==> config.mk <==
export PLATFORM = sky130hd
export DESIGN_NAME = tstate_seq
export DESIGN_NICKNAME = d
export VERILOG_FILES = /design/src/rtl/sap_pkg.sv /design/src/rtl/tstate_seq_sync_edge.sv /design/src/rtl/tstate_seq.sv
export SDC_FILE = /design/constraint.sdc
export NUM_CORES = 1
export LEC_CHECK = 0
export CAP_MARGIN = 20
export CORE_UTILIZATION = 48
export DETAILED_ROUTE_END_ITERATION = 16
export GPL_TIMING_DRIVEN = 0
export PLACE_DENSITY_LB_ADDON = 0.15
export SLEW_MARGIN = 20
export SYNTH_ARGS = -nofsm -noshare
export SYNTH_HDL_FRONTEND = slang
export SYNTH_SLANG_ARGS = --single-unit
==> constraint.sdc <==
create_clock -name sysclk -period 2.27 [get_ports sysclk]
set_input_delay 0.3405 -clock sysclk [delete_from_list [all_inputs] [get_ports sysclk]]
set_output_delay 0.3405 -clock sysclk [all_outputs]
set_load 0.1 [all_outputs]
==> src/rtl/sap_pkg.sv <==
// Shared definitions for the T-state sequencer: control states and ring constants.
package sap_pkg;
  typedef enum logic [1:0] {ST_IDLE, ST_ARMED, ST_RUN, ST_HALTED} seq_state_t;

  localparam int         NSTATES_DEF = 6;
  localparam logic [7:0] T1_ONEHOT   = 8'h01;
endpackage

==> src/rtl/tstate_seq_sync_edge.sv <==
// Two-flop synchronizer followed by an edge register; o_rise is high for one clock per input rise.
module sync_edge (
  input  logic clk,
  input  logic rst,
  input  logic i_async,
  output logic o_rise
);
  logic r_s1, r_s2, r_d;

  always_ff @(posedge clk or posedge rst) begin
    if (rst) begin
      r_s1 <= 1'b0;
      r_s2 <= 1'b0;
      r_d  <= 1'b0;
    end else begin
      r_s1 <= i_async;
      r_s2 <= r_s1;
      r_d  <= r_s2;
    end
  end

  assign o_rise = r_s2 & ~r_d;
endmodule

==> src/rtl/tstate_seq.sv <==
// Machine-cycle T-state sequencer: one-hot T-state ring advanced by clken under a
// free-run / single-step / halt control FSM, with a trailing latch strobe on clken2.
module tstate_seq
  import sap_pkg::*;
#(
  parameter int NSTATES = NSTATES_DEF,
  parameter int CNTW    = 16
) (
  input  logic               sysclk,
  input  logic               reset,
  input  logic               clken,
  input  logic               clken2,
  input  logic               run_mode,
  input  logic               step_btn,
  input  logic               halt,
  input  logic               cycle_done,
  output logic [NSTATES-1:0] tstate,
  output logic               tick,
  output logic               latch,
  output logic               halted,
  output logic [CNTW-1:0]    cycle_count
);
  localparam logic [NSTATES-1:0] L_T1 = T1_ONEHOT[NSTATES-1:0];

  seq_state_t         r_state, w_next;
  logic [NSTATES-1:0] r_tstate;
  logic [CNTW-1:0]    r_cnt;
  logic               r_tick, r_latch, r_pend;
  logic               w_step, w_adv, w_latch_fire;

  sync_edge u_step (
    .clk     (sysclk),
    .rst     (reset),
    .i_async (step_btn),
    .o_rise  (w_step)
  );

  assign w_adv        = clken & ((r_state == ST_RUN) | (r_state == ST_ARMED));
  // clken wins over a coincident clken2, so the strobe only fires on a clken-free cycle
  assign w_latch_fire = clken2 & ~clken & r_pend;

  always_comb begin
    w_next = r_state;
    case (r_state)
      ST_IDLE: begin
        if (run_mode)    w_next = ST_RUN;
        else if (w_step) w_next = ST_ARMED;
      end
      ST_ARMED: begin
        if (w_adv) w_next = halt ? ST_HALTED : ST_IDLE;
      end
      ST_RUN: begin
        if (w_adv && halt)           w_next = ST_HALTED;
        else if (!w_adv && !run_mode) w_next = ST_IDLE;
      end
      ST_HALTED: w_next = ST_HALTED;
      default:   w_next = ST_IDLE;
    endcase
  end

  always_ff @(posedge sysclk or posedge reset) begin
    if (reset) begin
      r_state  <= ST_IDLE;
      r_tstate <= L_T1;
      r_cnt    <= '0;
      r_tick   <= 1'b0;
      r_latch  <= 1'b0;
      r_pend   <= 1'b0;
    end else begin
      r_state <= w_next;
      r_tick  <= w_adv;
      r_latch <= w_latch_fire;
      if (w_adv)             r_pend <= 1'b1;
      else if (w_latch_fire) r_pend <= 1'b0;
      if (w_adv) begin
        if (r_tstate[NSTATES-1] | cycle_done) begin
          r_tstate <= L_T1;
          r_cnt    <= r_cnt + 1'b1;
        end else begin
          r_tstate <= {r_tstate[NSTATES-2:0], 1'b0};
        end
      end
    end
  end

  assign tstate      = r_tstate;
  assign cycle_count = r_cnt;
  assign tick        = r_tick;
  assign latch       = r_latch;
  assign halted      = (r_state == ST_HALTED);
endmodule
; Word-level counts from Yosys, hierarchy flattened
; Cells that the tools add are included.
[classes]
n_addsub = 1
n_eq_ne = 6
mux = 10
n_bitwise = 8
reduce_logical = 8
[ops]
columns = operator, count
row1 = "16-bit by 1-bit adder with 16-bit output, second input constant", 1
row2 = 2-bit 2-to-1 mux, 6
row3 = 2-bit one-hot mux with 4 select lines, 1
row4 = 6-bit 2-to-1 mux, 1
row5 = 1-bit bitwise AND, 4
row6 = "2-bit equality test, second input constant", 2
row7 = "3-bit by 1-bit != test with 1-bit output, second input constant", 1
row8 = "3-bit by 2-bit != test with 1-bit output, second input constant", 1
row9 = 3-bit AND reduction, 1
row10 = "2-bit by 1-bit equality test with 1-bit output, second input constant", 1
row11 = 1-bit logical AND, 2
row12 = 1-bit zero test, 2
row13 = 2-bit zero test, 1
row14 = 1-bit 2-to-1 mux, 2
row15 = "2-bit != test, second input constant", 1
row16 = 1-bit inverter, 2
row17 = 1-bit OR, 2
row18 = 2-bit AND reduction, 1
row19 = 2-bit nonzero test, 1
[totals]
regBits = 30
input_bits = 8
output_inout_bits = 25
wordCells = 42

; Longest topological paths before layout
[depth]
depth_word = 8
ltp_mapped = 7
depth_no_buf = 6

; By module
; Synthesis repeated with hierarchy kept, for this count alone.
[unflattened]
hier_cells = 111
hier_area_um2 = 1378.8
[modules_own_cells]
columns = mod, n_inst, cells_each, area_per_inst_um2, seq_area_each_um2
row1 = tstate_seq, 1, 106, 1286.2, 676.9
row2 = sync_edge, 1, 5, 92.6, 75.1

; Worst setup path after synthesis
; No wires, ideal clock.
[synth_timing]
kind = flip-flop to flip-flop
start = register r_cnt[0], in the netlist cycle_count[0]
end = register r_cnt[12], in the netlist cycle_count[12]
setup_ps = 163
arrival_ps = 2054
required_time_ps = 2107
path_slack_ps = 53
stages_incl_launch_ff = 6
n_path_buf = 0
period_less_slack_ps = 2217
cell_sequence = dfrtp_1 ha_1 nand3_1 or4_4 nor2_2 xor2_1
[synth_between]
elab_chain_len = 1
[synth_lines]
columns = item, line
row1 = from (decl), tstate_seq.sv:27  ; logic [CNTW-1:0] r_cnt;
row2 = from (signal assigned), tstate_seq.sv:78  ; r_cnt <= r_cnt + 1'b1;
row3 = 16-bit by 1-bit adder with 16-bit output, tstate_seq.sv:78
; Every way passes these cells.
; A chain may end at the register's enable or synchronous reset.

; Worst setup path in the final report
[layout_timing]
start = register r_cnt[7], in the netlist cycle_count[7]
end = output port cycle_count[7]
[layout_lines]
columns = item, line
row1 = to (decl), tstate_seq.sv:21  ; output logic [CNTW-1:0] cycle_count
; No word-level cell between the ends.

==> flow_metrics.env <==
export IMPL_status="finished clean"
export IMPL_utilization_pct=69.4
export IMPL_wl_um=2550
export IMPL_skew_ps=6.36
export IMPL_r2r_end="tstate[2]"
export IMPL_crit_required_ps=1930
export IMPL_antenna_found_initial=0
export IMPL_cts_clk_slew_worst_paths_ps=90
export IMPL_crit_path_max_fanout=3
export IMPL_overflow=0
export IMPL_drc=0
export IMPL_synthArstFlopShare_pct=100
export IMPL_tightest_slew_ps=984
export IMPL_gp_congestion=0.717
export IMPL_clock_root_buffer="clkbuf_4"
export IMPL_leakagePower_nw=0.948
export IMPL_synth_edff_count=0
export IMPL_crit_path_start_kind="flop"
export IMPL_regToRegSetupSlack_ps=320
export IMPL_design_core_area_um2=2540
export IMPL_die_w_um=54.7
export IMPL_yosys_top_cells_count="dfrtp_1, inv_1, nand2_1, xnor2_1, nand3_1"
export IMPL_clk_latency_ps=330
export IMPL_dr_pass1_iters=4
export IMPL_synth_cells=113
export IMPL_first_global_vias=891
export IMPL_grt_setup_unrepaired="no"
export IMPL_slew_violations=0
export IMPL_cp_arrival_ps=1870
export IMPL_ys_ff_latch=30
export IMPL_cts_made_buffers=5
export IMPL_cts_sinks=30
export IMPL_setup_viol=0
export IMPL_vias=964
export IMPL_critPathBufInv=1
export IMPL_synth_flop_cell="dfrtp_1"
export IMPL_post_cts_resize_count=11
export IMPL_r2r_start="r_state[1]"
export IMPL_crit_chain="clkdlybuf4s50_1"
export IMPL_avgSynthCellArea_um2=11.8
export IMPL_drt_iter0_markers=12
export IMPL_dp_hpwl_um=1880
export IMPL_ir_drop_mv=1.53
export IMPL_period_minus_slack_ps=2220
export IMPL_worst_path_max_delay_cell="clkdlybuf4s50_1"
export IMPL_routedWlPerCell_um=13.9
export IMPL_slew_headroom_pct=34.3
export IMPL_ctsHoldBuffers=0
export IMPL_clock_path_buffers=2
export IMPL_htreeDepth=2
export IMPL_grt_start_max_net_pins=20
export IMPL_path_class="reg2out"
export IMPL_synth_most_common_cell="dfrtp_1"
export IMPL_synth_top_area_share_pct=54.4
export IMPL_initial_utilization_pct=52.4
export IMPL_fillers=230
export IMPL_syn2layout_area_growth_pct=32.4
export IMPL_rows=18
export IMPL_crit_family="buffers and inverters"
export IMPL_worstSetupEndpointType="output port"
export IMPL_period_share_pct=97.6
export IMPL_synth_area_leaders="dfrtp_1, xnor2_1, ha_1"
export IMPL_grt_pass1_wl_um=3900
export IMPL_port_buffers=32
export IMPL_diodes=0
export IMPL_post_cts_setup_buffers=0
export IMPL_hp_class="in2async"
export IMPL_powerDensity_nw_per_um2=1350
export IMPL_fin_nets=167
export IMPL_grtUsageTotal_pct=19.8
export IMPL_via_per_inst=5.24
export IMPL_yosys_area_top_type="dfrtp_1"
export IMPL_final_layout_size_suffix_gt1_share_pct=12.3
export IMPL_max_freq_ghz=0.451
export IMPL_cts_tree="yes"
export IMPL_yosys_warnings=0
export IMPL_cp_slowest_stage_delay_ps=1150
export IMPL_r2r_cells=6
export IMPL_postRouteAntennaNets=0
export IMPL_die_area_um2=2990
export IMPL_cap_violations=0
export IMPL_die_h_um=54.7
export IMPL_syn_area_um2=1330
export IMPL_syn_nets=127
export IMPL_fin_tns_setup_ps=0
export IMPL_ys_types=28
export IMPL_ys_seq_area_share_pct=56.4
export IMPL_ios=33
export IMPL_hold_viol=0
[how the worst max path moves through the flow]
stage,start,to,slack (ps),cells past startpoint
after floorplan,cycle_count[0],cycle_count[12],50,5
after global placement,clken,cycle_count[15],230,5
after detailed placement,clken,tstate[4],200,5
after CTS,cycle_count[1],cycle_count[1],0.005,1
after global routing,cycle_count[15],cycle_count[15],3,1
final,cycle_count[7],cycle_count[7],50,1
[cells by family after synthesis]
group / after synthesis / share of synthesized area (%)
compound gates: 12 / 7.97
xor+xnor: 15 / 9.85
fa+ha+maj: 6 / 5.63
buf+inv: 10 / 2.81
flops: 30 / 56.4
mux: 3 / 2.44
simple gates: 37 / 14.9
[layout by cell type, fill, tap and decap left out, drive strengths merged, types with 2 or more instances in the layout]
cell type       n
a21oi           2
a22o            5
and3            3
clkbuf          8
clkdlybuf4s50  16
dfrtp          29
dlygate4sd2    11
dlymetal6s2s    5
ha              6
inv             9
mux2            2
nand2           9
nand3           7
nand4           3
nor2            7
nor3            3
xnor2           9
xor2            6
[state kept, by name, summed over array words and instances, names as in the netlist]
register and count:
r_pend 1, u_step.r_s2 1, r_state 2, latch 1
cycle_count 16, u_step.r_d 1, tick 1, tstate 6
u_step.r_s1 1
[area by class of cell]
type                    count  area [µm²]  area share, %
inverters                   9        33.8           1.91
multi-input cells          73         544           30.8
repair buffers             33         334           18.9
clock inverters             1        5.00          0.283
clock buffers               7        55.1           3.12
plain buffers               1        3.75          0.213
well taps                  30        37.5           2.13
flip-flops and latches     30         752           42.6
[stage by stage]
| stage | total power, mW | instance area (µm²) | hold WS [ps] | cells | setup slack (ps) |
|---|---|---|---|---|---|
| 4_1_cts | 2.40 | 1750 | 351 | 184 | 0.00511 |
| 2_1_floorplan | 1.80 | 1330 | 331 | 113 | 52.9 |
| 3_5_place_dp | 2.10 | 1710 | 342 | 176 | 202 |
| 6_report | 2.38 | 1770 | 346 | 184 | 54.9 |
| 3_3_place_gp | 2.06 | 1690 | 334 | 175 | 230 |
| 5_1_grt | 2.51 | 1770 | 372 | 184 | 3.03 |
[power breakdown]
group / total (mW) / internal [mW] / switching, mW / leakage, nW
logic: 1.28 / 0.328 / 0.952 / 0.530
registers: 0.769 / 0.658 / 0.112 / 0.383
clock network: 0.332 / 0.150 / 0.182 / 0.0353
total: 2.38 / 1.14 / 1.25 / 0.948
[layer usage]
| layer | GRT usage, % | routed length [µm] | vias to the layer above |
|---|---|---|---|
| met5 | 0 | 0 | - |
| met1 | 25.0 | 1180 | 465 |
| met2 | 29.5 | 1200 | 25 |
| met3 | 8.61 | 129 | 7 |
| li1 | - | - | 467 |
| met4 | 7.69 | 40 | 0 |
Power figures use the tool's default switching activity.
